--- config.mk ---
export PLATFORM = sky130hd
export DESIGN_NAME = inst_resp_queue
export DESIGN_NICKNAME = d
export VERILOG_FILES = /design/src/rtl/cpu_pkg.sv /design/src/rtl/discard_counter.sv /design/src/rtl/inst_resp_queue.sv
export SDC_FILE = /design/constraint.sdc
export NUM_CORES = 1
export LEC_CHECK = 0
export BUFFER_PORTS_ARGS = -buffer_cell sky130_fd_sc_hd__buf_2
export CAP_MARGIN = 20
export CORE_ASPECT_RATIO = 1.75
export CORE_MARGIN = 3
export CORE_UTILIZATION = 25
export DETAILED_ROUTE_END_ITERATION = 6
export PLACE_DENSITY = 0.45
export SLEW_MARGIN = 10
export SYNTH_ARGS = -nofsm -noshare
export SYNTH_HDL_FRONTEND = slang
export SYNTH_SLANG_ARGS = --single-unit
export TNS_END_PERCENT = 1
--- constraint.sdc ---
create_clock -name clk -period 5.9 [get_ports clk]
set_input_delay 0.295 -clock clk [delete_from_list [all_inputs] [get_ports clk]]
set_output_delay 0.295 -clock clk [all_outputs]
set_load 0.02 [all_outputs]
--- src/rtl/cpu_pkg.sv ---
// Shared CPU front-end definitions.
// Holds the exception field widths and the per-entry exception record used
// by the instruction response queue. No ports; import with cpu_pkg::*.
package cpu_pkg;

    localparam int ECODE_W    = 6;
    localparam int ESUBCODE_W = 9;

    // Exception record stored with every queue entry. Width-parameterised
    // payload (pc, inst) is kept beside it in the queue itself.
    typedef struct packed {
        logic                  has_exc;
        logic [ECODE_W-1:0]    ecode;
        logic [ESUBCODE_W-1:0] esubcode;
    } iq_entry_exc_t;

endpackage

--- src/rtl/discard_counter.sv ---
// Counts memory responses that still have to be thrown away after a flush.
// Ports:
//   clk, resetn   clock, asynchronous active-low reset
//   add           responses newly orphaned this cycle (non-zero only on flush)
//   dec           one orphaned response arrived and was dropped this cycle
//   count         responses still to be dropped
module discard_counter #(
    parameter int CW = 3
) (
    input  logic          clk,
    input  logic          resetn,
    input  logic [CW-1:0] add,
    input  logic          dec,
    output logic [CW-1:0] count
);

    logic [CW-1:0] count_q;
    logic [CW-1:0] count_d;

    always_comb begin
        count_d = count_q + add - CW'(dec);
    end

    always_ff @(posedge clk or negedge resetn) begin
        if (!resetn) begin
            count_q <= '0;
        end else begin
            count_q <= count_d;
        end
    end

    assign count = count_q;

endmodule

--- src/rtl/inst_resp_queue.sv ---
// In-order instruction fetch response queue.
// Tracks up to DEPTH fetches from issue to decode. Each entry carries the PC,
// the returned instruction, any fetch-time exception and pending/done flags.
// Ports:
//   clk, resetn                         clock, asynchronous active-low reset
//   req_valid/req_pc/req_exc/...        new fetch slot (memory issued or exception)
//   req_ready                           a new slot may be pushed this cycle
//   data_ok/rdata                       in-order memory response
//   flush                               redirect: drop everything in flight
//   out_valid/out_ready/out_*           head entry towards decode
//   count/discard_cnt                   occupancy / responses still to drop
//   resp_err                            sticky: response arrived with nothing waiting
module inst_resp_queue
    import cpu_pkg::*;
#(
    parameter int DEPTH  = 4,
    parameter int DATA_W = 32,
    parameter int CW     = $clog2(DEPTH + 1)
) (
    input  logic                  clk,
    input  logic                  resetn,
    input  logic                  req_valid,
    input  logic [DATA_W-1:0]     req_pc,
    input  logic                  req_exc,
    input  logic [ECODE_W-1:0]    req_ecode,
    input  logic [ESUBCODE_W-1:0] req_esubcode,
    output logic                  req_ready,
    input  logic                  data_ok,
    input  logic [DATA_W-1:0]     rdata,
    input  logic                  flush,
    output logic                  out_valid,
    input  logic                  out_ready,
    output logic [DATA_W-1:0]     out_pc,
    output logic [DATA_W-1:0]     out_inst,
    output logic                  out_has_exception,
    output logic [ECODE_W-1:0]    out_ecode,
    output logic [ESUBCODE_W-1:0] out_esubcode,
    output logic [CW-1:0]         count,
    output logic [CW-1:0]         discard_cnt,
    output logic                  resp_err
);

    localparam int PW = $clog2(DEPTH);
    localparam logic [CW:0] DEPTH_LIM = (CW+1)'(DEPTH);

    logic [PW-1:0]    head_q, head_d, tail_q, tail_d;
    logic [CW-1:0]    count_q, count_d;
    logic [DEPTH-1:0] pending_q, pending_d, done_q, done_d;
    logic             resp_err_q, resp_err_d;

    // Payload storage; only the flags above need a reset value.
    logic [DATA_W-1:0] pc_mem   [DEPTH];
    logic [DATA_W-1:0] inst_mem [DEPTH];
    iq_entry_exc_t     exc_mem  [DEPTH];

    logic          push, pop, fill, drop_dec, discard_zero, head_ok;
    logic          fill_found;
    logic [PW-1:0] fill_idx, scan_idx;
    logic [CW-1:0] pend_cnt, discard_add;

    assign discard_zero = (discard_cnt == '0);
    assign req_ready    = ({1'b0, count_q} + {1'b0, discard_cnt}) < DEPTH_LIM;
    assign push         = req_valid && req_ready;
    assign head_ok      = (count_q != '0);
    assign out_valid    = head_ok && done_q[head_q] && !flush;
    assign pop          = out_valid && out_ready;
    assign fill         = data_ok && discard_zero && fill_found;
    assign drop_dec     = data_ok && !discard_zero;

    // Oldest pending entry: scan from the head, walking backwards so the
    // entry closest to the head is the last one to win.
    always_comb begin
        fill_found = 1'b0;
        fill_idx   = head_q;
        scan_idx   = head_q;
        pend_cnt   = '0;
        for (int i = DEPTH - 1; i >= 0; i--) begin
            scan_idx = head_q + PW'(i);
            if (pending_q[scan_idx]) begin
                fill_found = 1'b1;
                fill_idx   = scan_idx;
            end
            pend_cnt = pend_cnt + CW'(pending_q[i]);
        end
    end

    always_comb begin
        head_d     = head_q;
        tail_d     = tail_q;
        count_d    = count_q;
        pending_d  = pending_q;
        done_d     = done_q;
        resp_err_d = resp_err_q | (data_ok && discard_zero && !fill_found);
        discard_add = '0;
        if (flush) begin
            head_d    = '0;
            tail_d    = '0;
            count_d   = '0;
            pending_d = '0;
            done_d    = '0;
            // Every fetch still out in memory becomes an orphan, including a
            // fetch issued this very cycle; a response filling this cycle
            // has already returned and is not counted.
            discard_add = pend_cnt - CW'(fill) + CW'(push && !req_exc);
        end else begin
            if (fill) begin
                pending_d[fill_idx] = 1'b0;
                done_d[fill_idx]    = 1'b1;
            end
            if (pop) begin
                done_d[head_q] = 1'b0;
                head_d         = head_q + PW'(1);
            end
            if (push) begin
                pending_d[tail_q] = !req_exc;
                done_d[tail_q]    = req_exc;
                tail_d            = tail_q + PW'(1);
            end
            count_d = count_q + CW'(push) - CW'(pop);
        end
    end

    always_ff @(posedge clk or negedge resetn) begin
        if (!resetn) begin
            head_q     <= '0;
            tail_q     <= '0;
            count_q    <= '0;
            pending_q  <= '0;
            done_q     <= '0;
            resp_err_q <= 1'b0;
        end else begin
            head_q     <= head_d;
            tail_q     <= tail_d;
            count_q    <= count_d;
            pending_q  <= pending_d;
            done_q     <= done_d;
            resp_err_q <= resp_err_d;
        end
    end

    // Exception slots store inst=0 at push so the head reads 0 for them.
    always_ff @(posedge clk) begin
        if (push && !flush) begin
            pc_mem[tail_q]   <= req_pc;
            inst_mem[tail_q] <= '0;
            exc_mem[tail_q]  <= '{has_exc:  req_exc,
                                  ecode:    req_exc ? req_ecode : '0,
                                  esubcode: req_exc ? req_esubcode : '0};
        end
        if (fill && !flush) begin
            inst_mem[fill_idx] <= rdata;
        end
    end

    discard_counter #(.CW(CW)) u_discard (
        .clk    (clk),
        .resetn (resetn),
        .add    (discard_add),
        .dec    (drop_dec),
        .count  (discard_cnt)
    );

    assign out_pc            = head_ok ? pc_mem[head_q]            : '0;
    assign out_inst          = head_ok ? inst_mem[head_q]          : '0;
    assign out_has_exception = head_ok ? exc_mem[head_q].has_exc   : 1'b0;
    assign out_ecode         = head_ok ? exc_mem[head_q].ecode     : '0;
    assign out_esubcode      = head_ok ? exc_mem[head_q].esubcode  : '0;
    assign count             = count_q;
    assign resp_err          = resp_err_q;

endmodule
==> flow_metrics.tcl, run 1 <==
set metrics [dict create \
    final-max-slew-violation-count 0 \
    final_layout_size_suffix_gt1_share_pct 32.3 \
    power.internal_mw 4.72 \
    status "completed" \
    grt_usage_pct 12.4 \
    maxCapViolations 0 \
    ir_drop_uv 187 \
    mostFrequentLayoutCell "edfxtp_1" \
    numCtsBuffers 37 \
    finalNonFillerCells 1852 \
    share_comb_of_total_power_pct 26.0 \
    dr.first_iter.drc_count 349 \
    initial_core_util_pct 25.4 \
    multiInputGateArea_um2 4270 \
    power.density_cell_area_nw_per_um2 388 \
    die_area_um2 61700 \
    synth_edf_count 320 \
    area_delta_synth_final_pct 21.9 \
    place_ws_ps 1390 \
    dp.final_hpwl_mm 22.0 \
    numPlacedInstances 1752 \
    ys_warn_count 0 \
    p_clk_share_pct 31.7 \
    total_leakage_power_nw 6.16 \
    global_route_wire_length_before_repair_mm 57.3 \
    core_region_area_um2 57600 \
    max_slew.worst_pin.slew_ps 1050 \
    detailedRoute.firstPassIterationCount 4 \
    final.period_utilization_pct 75.8 \
    hold_buffers 33 \
    critical_path_class "flip-flop to flip-flop" \
    cp_data_arrival_time_ps 4930 \
    antenna_found_initial 6 \
    cts.repair.resized 0 \
    placementRows 116 \
    async_reset_ff_share_pct 5.60 \
    timing_hold_violations_final 0 \
    nets 1165 \
    vias_per_instance 4.31 \
    syn-mean-instance-area_um2 17.3 \
    postcts_setup_bufs 0 \
    htree_levels 2 \
    die_w_um 189 \
    synth.yosys.seq_area_share_pct 68.8 \
    cts_root_buffer "clkbuf_16" \
    wirelength_per_cell_um 20.4 \
    grt-ovfl-total 0 \
    final_cell_mix "edfxtp_1 (320), buf_2 (174), and2_1 (145)" \
    maximum_count_of_clock_buffers_along_a_single_path 3 \
    grt_max_degree 49 \
    place.gp.congestion 0.776 \
    max-slew-margin-rel_pct 30.2 \
    drc 0 \
    regArea_um2 10100 \
    achievable-frequency_mhz 224 \
    ys_dominant_reg_cell "edfxtp_1" \
    synthesis.area_um2 14700 \
    vias_in_the_first_global_route 8910 \
    final-setup-viol-count 0 \
    clock_sink_count 339 \
    worst-endpoint-required_ps 6350 \
    power.net_switching_mw 2.21 \
    period_minus_slack_ps 4470 \
    io-pin-count 175 \
    route.final.wire_length_mm 37.8 \
    power.sequential.fraction_pct 42.2 \
    portBuffers 174 \
    critPathCaptureType "flip-flop" \
    postSynthNetCount 952 \
    smallest_hold_slack_ps 59.7 \
    vias 7987 \
    synth_seq_cells 339 \
    fill_cells 5788 \
    grt_setup_unrepaired "false" \
    worst_hold_path_type "primary input to flip-flop" \
    clock_skew_ps 21.9 \
    insertion_delay_ps 540 \
    setup-tns-final_ps 0 \
    final.setup.worst_slack_ps 1430 \
    fp.dieH_um 326 \
    critical_path_peak_fanout 11 \
    synth_cell_types 47 \
    final_antenna_net_count 0 \
    timing.critical_path.from_type "flip-flop" \
    swShare_pct 31.8 \
    tritoncts "done" \
    clk_pin_slew_worst_paths_ps 60 \
    synthCells 845 \
]
## synth_stat cells, types with 6 or more instances
library cell	instances	area [µm²]
mux4_2	82	1850
nand2_1	20	75.1
buf_4	7	52.6
ha_1	16	200
xnor2_1	6	52.6
inv_1	16	60.1
edfxtp_1	320	9610
dfrtp_1	19	475
a21oi_1	8	40.0
buf_2	18	90.1
nor2b_1	84	526
nor2_1	9	33.8
and2_1	149	932
or2_2	6	37.5
clkbuf_1	15	56.3
buf_1	7	26.3
## path summary, 6_finish.rpt
path	cells after the start	slack [ps]	startpoint	end
min	2	60	data_ok	resp_err$_DFF_PN0_
max in group asynchronous	2	5240	resetn	head_q[1]$_DFFE_PN0P_
min in group asynchronous	2	260	resetn	resp_err$_DFF_PN0_
min reg2reg	1	560	resp_err$_DFF_PN0_	resp_err$_DFF_PN0_
max reg2reg	19	1430	count[1]$_DFF_PN0_	u_discard.count[2]$_DFF_PN0_
max	19	1430	count[1]$_DFF_PN0_	u_discard.count[2]$_DFF_PN0_
## per-stage QoR
step           instance area (µm²)  utilization, %  power [mW]
2_1_floorplan                14700               -        4.09
3_3_place_gp                 16400            28.4        4.83
3_5_place_dp                 16400            28.4        4.83
4_1_cts                      17800            31.0        7.11
5_1_grt                      17900            31.0        7.31
6_report                     17900            31.0        6.93
## cells by family (layout without fill, tap and decap cells)
family	count (synthesis)	after routing	synth area share, %
AND/OR/NAND/NOR	293	293	12.1
buffers and inverters	69	308	2.15
other	0	1	0
flip-flops	339	339	68.8
AO/OA/AOI/OAI	31	31	1.61
multiplexers	85	85	12.8
adder cells (fa/ha/maj)	21	21	2.05
XOR/XNOR	7	7	0.418
## critical path, cell delays in order (launching register included)
cell	delay [ps]
dfrtp_1	450
ha_1	310
and3_1	160
nor4_1	200
and2_1	170
buf_4	180
inv_1	100
nor2_1	220
inv_1	90
fa_1	500
fa_1	170
inv_1	50
fa_1	480
nand2_1	60
ha_1	290
inv_1	50
fa_1	420
xnor2_1	210
xnor2_1	150
xnor2_1	140
## state kept, by name, indices dropped and copies added (netlist names)
signal	flops
pc_mem	128
head_q	2
inst_mem	128
done_q	4
exc_mem	64
resp_err	1
pending_q	4
count	3
u_discard.count	3
tail_q	2
## layout make-up
class | count | area share, %
Clock buffer | 43 | 5.55
Sequential cell | 339 | 56.5
Clock inverter | 22 | 0.778
Inverter | 21 | 0.441
Tap cell | 767 | 5.37
Timing Repair Buffer | 222 | 7.43
Antenna cell | 1 | 0.0140
Multi-Input combinational cell | 437 | 23.9
## layer usage
layer  GRT usage (%)  up-vias  part of all wire [%]
met4            4.65        6                   3.2
met5               0        -                 0.095
met2            23.3      197                    54
li1                -     3611                     -
met1            13.9     4110                    39
met3            2.00       63                   3.9
## power by group through the flow
stage	Combinational (mW)	Clock, mW	Sequential, mW
after floorplan	1.12	0	2.97
after global placement	1.86	0	2.97
after detailed placement	1.85	0	2.98
after CTS	1.88	2.30	2.93
after global routing	1.99	2.37	2.95
final	1.80	2.20	2.92
(Power assumes the default switching activity.)
==> run 2, diff against run 1 <==
--- a/config.mk
+++ b/config.mk
@@ -5,6 +5,7 @@
 export SDC_FILE = /design/constraint.sdc
 export NUM_CORES = 1
 export LEC_CHECK = 0
+export ABC_AREA = 1
 export BUFFER_PORTS_ARGS = -buffer_cell sky130_fd_sc_hd__buf_2
 export CAP_MARGIN = 20
 export CORE_ASPECT_RATIO = 1.75
==> constraint.sdc (replaced) <==
create_clock -name clk -period 4.6 [get_ports clk]
set_input_delay 0.23 -clock clk [delete_from_list [all_inputs] [get_ports clk]]
set_output_delay 0.23 -clock clk [all_outputs]
set_load 0.02 [all_outputs]
==> run 2 against run 1 <==
  * Synthesized area rose by 0.94%
  * Critical endpoint unchanged
  * Global-route usage rose by 1.4 points
  * Clock-buffer cell count rose by 6
  * Flip-flop and latch count did not move
  * Design area rose by 1.2%
  * Fmax rose by 6.9%
==> flow_metrics.tcl, run 2 <==
set metrics [dict create \
    nets 1674 \
    synth.yosys.seq_area_share_pct 68.2 \
    total_leakage_power_nw 7.08 \
    worst_setup_path_startpoint "head_q[0]$_DFFE_PN0P_" \
    die_w_um 190 \
    hold-path-endpoint "exc_mem[3][11]$_DFFE_PP_" \
    mostFrequentLayoutCell "nor2_1" \
    timing_hold_violations_final 0 \
    place.gp.congestion 0.786 \
    r2r.worst_path.cells 20 \
    clk_pin_slew_worst_paths_ps 60 \
    final.period_utilization_pct 91.0 \
    r2r_slack_ps 410 \
    synth_compound_area_share_pct 9.19 \
    antenna_found_initial 4 \
    global_route_met1_usage_pct 16.6 \
    synth_top_cell_by_area "edfxtp_1" \
    vias_per_instance 4.38 \
    vias 10400 \
    synth_commonest_cells "nor2_1 (464), edfxtp_1 (320), o21ai_0 (169)" \
    cts_root_buffer "clkbuf_16" \
    ir_drop_uv 275 \
    multiInputGateArea_um2 4030 \
    critical_path_peak_fanout 8 \
    power.density_cell_area_nw_per_um2 504 \
    detailedRoute.firstPassIterationCount 4 \
    final_antenna_net_count 0 \
    clock_skew_ps 14.2 \
    area_delta_synth_final_pct 22.2 \
    synth.most_common_cell "nor2_1" \
    synth_fa_ha_area_share_pct 2.03 \
    htree_levels 2 \
    smallest_hold_slack_ps 26.6 \
    use_met2_pct 25.0 \
    vias_in_the_first_global_route 10600 \
    achievable-frequency_mhz 239 \
    critical_path_class "flip-flop to flip-flop" \
    route.final.wire_length_mm 43.6 \
    largestRegisters "inst_mem x128, pc_mem x128, exc_mem x64" \
    async_reset_ff_share_pct 5.60 \
    clock_sink_count 339 \
    synth_cell_types 31 \
    numCtsBuffers 37 \
    status "completed" \
    timing.critical_path.from_type "flip-flop" \
    maximum_count_of_clock_buffers_along_a_single_path 3 \
    synth_top_area_share_pct 65.0 \
    grt_max_degree 70 \
    max-slew-margin-rel_pct 38.9 \
    global_route_wire_length_before_repair_mm 65.2 \
    final_layout_size_suffix_gt1_share_pct 18.0 \
    fp.dieH_um 328 \
    synth_mux_area_share_pct 0 \
    regArea_um2 10100 \
    dr.first_iter.drc_count 573 \
    critical_register_to_register_path_endpoint "u_discard.count[2]$_DFF_PN0_" \
    grt_setup_unrepaired "false" \
    final-max-slew-violation-count 0 \
    dp.final_hpwl_mm 25.4 \
    drc 0 \
    worst-endpoint-required_ps 5050 \
    power.total_mw 9.11 \
    critPathCaptureType "flip-flop" \
    io-pin-count 175 \
    cts.repair.resized 0 \
    grt-ovfl-total 0 \
    final_cell_mix "nor2_1 (460), edfxtp_1 (320), buf_2 (174)" \
    fill_cells 5987 \
    cp_data_arrival_time_ps 4640 \
    worst_hold_path.num_cells 3 \
    worst_hold_startpoint "req_ecode[2]" \
    synthCells 1370 \
    core_region_area_um2 58400 \
    grt_usage_pct 13.8 \
    initial_core_util_pct 25.3 \
    main_combinational_cell_family_by_area_after_synthesis "simple AND/OR/NAND/NOR gates" \
    finalNonFillerCells 2368 \
    ys_warn_count 0 \
    insertion_delay_ps 540 \
    grt_util_met3_pct 2.20 \
    postSynthNetCount 1477 \
    xor_and_xnor_area_share_after_synthesis_pct 0.296 \
    placementRows 117 \
    numPlacedInstances 2267 \
    die_area_um2 62200 \
    placed_cell_area_um2 16600 \
    period_minus_slack_ps 4190 \
    maxCapViolations 0 \
    ys_dominant_reg_cell "edfxtp_1" \
    synth_top_cells_by_area "edfxtp_1 (65%), nor2_1 (12%), o21ai_0 (5.7%)" \
    setup-tns-final_ps 0 \
    synth-simple-area-share_pct 15.2 \
    portBuffers 174 \
    max_slew.worst_pin.slew_ps 917 \
    grt_most_used_layer "met2" \
    worst_hold_path_type "primary input to flip-flop" \
    syn-mean-instance-area_um2 10.8 \
    wirelength_per_cell_um 18.4 \
    finalInstanceArea_um2 18100 \
    synth_seq_cells 339 \
    final-setup-viol-count 0 \
    reg2reg_launch_point "head_q[0]$_DFFE_PN0P_" \
    synth_edf_count 320 \
    tritoncts "done" \
    synthesis.area_um2 14800 \
]
run 2: cell count changes after synthesis, sizes merged, moves of 10 or more:
cell,change
nand3,+12
and2,-149
nor2b,-84
clkbuf,+21
mux4,-82
a21oi,+87
nor2,+456
buf,+10
o21ai,+165
inv,+70
nand2,+61
run 2: area by class of cell:
| type | count | area share (%) |
|---|---|---|
| antenna | 2 | 0.0277 |
| clock buffer | 49 | 5.61 |
| clock inverter | 16 | 0.678 |
| inverter | 91 | 1.93 |
| multi-input combinational | 861 | 22.3 |
| sequential | 339 | 55.8 |
| tap | 773 | 5.35 |
| timing repair buffer | 237 | 8.32 |
run 2: worst max-delay path by stage:
stage / end / slack, ps / depth (start not counted)
CTS: u_discard.count[2]$_DFF_PN0_ / 420 / 20
global placement: u_discard.count[2]$_DFF_PN0_ / 510 / 20
floorplan: inst_mem[0][0]$_SDFFCE_PN0P_ / -380 / 8
global route: u_discard.count[2]$_DFF_PN0_ / 110 / 20
detailed placement: u_discard.count[2]$_DFF_PN0_ / 440 / 20
finish: u_discard.count[2]$_DFF_PN0_ / 410 / 20
run 2: cells by family (layout without fill, tap and decap cells):
group	Yosys count	count (layout)
other	0	2
adders and majority gates	21	21
xor gates and xnor gates	5	5
and+or+nand+nor	568	568
DFF	339	339
AOI/OAI and AO/OA	267	267
buffers and inverters	170	393
run 2: what timing repair did:
| action | in CTS | in global routing |
|---|---|---|
| hold buffers | 34 | 0 |
| setup buffers | 0 | 0 |
| endpoints found under the hold margin | 148 | 0 |
run 2: critical path: stages (launching register included):
cell and delay (ps):
dfrtp_4 530, inv_6 90, nand2_1 70, nand3_1 90, nand2_1 80, nor2_1 150, nand2_1 60, nand2_1 90
inv_1 50, ha_1 290, fa_1 520, fa_1 170, inv_1 50, fa_1 470, nand2_1 60, ha_1 280
inv_1 50, fa_1 440, xnor2_1 200, xor2_1 190, xor2_1 180
run 2: through the flow:
stage / utilization, % / setup WS (ps)
6_report: 31.0 / 415
5_1_grt: 30.9 / 112
4_1_cts: 30.9 / 420
3_5_place_dp: 28.4 / 439
3_3_place_gp: 28.4 / 514
2_1_floorplan: - / -378
run 2: routing by layer:
layer / up-vias / routed length, µm
li1: 5015 / -
met1: 5079 / 18100
met2: 221 / 22500
met3: 57 / 1760
met4: 0 / 1210
met5: - / 0
run 2: power by group:
| group | switching (mW) | total [mW] | internal [mW] |
|---|---|---|---|
| sequential | 0.0880 | 3.74 | 3.65 |
| combinational | 1.85 | 2.54 | 0.689 |
| clock | 1.21 | 2.83 | 1.61 |
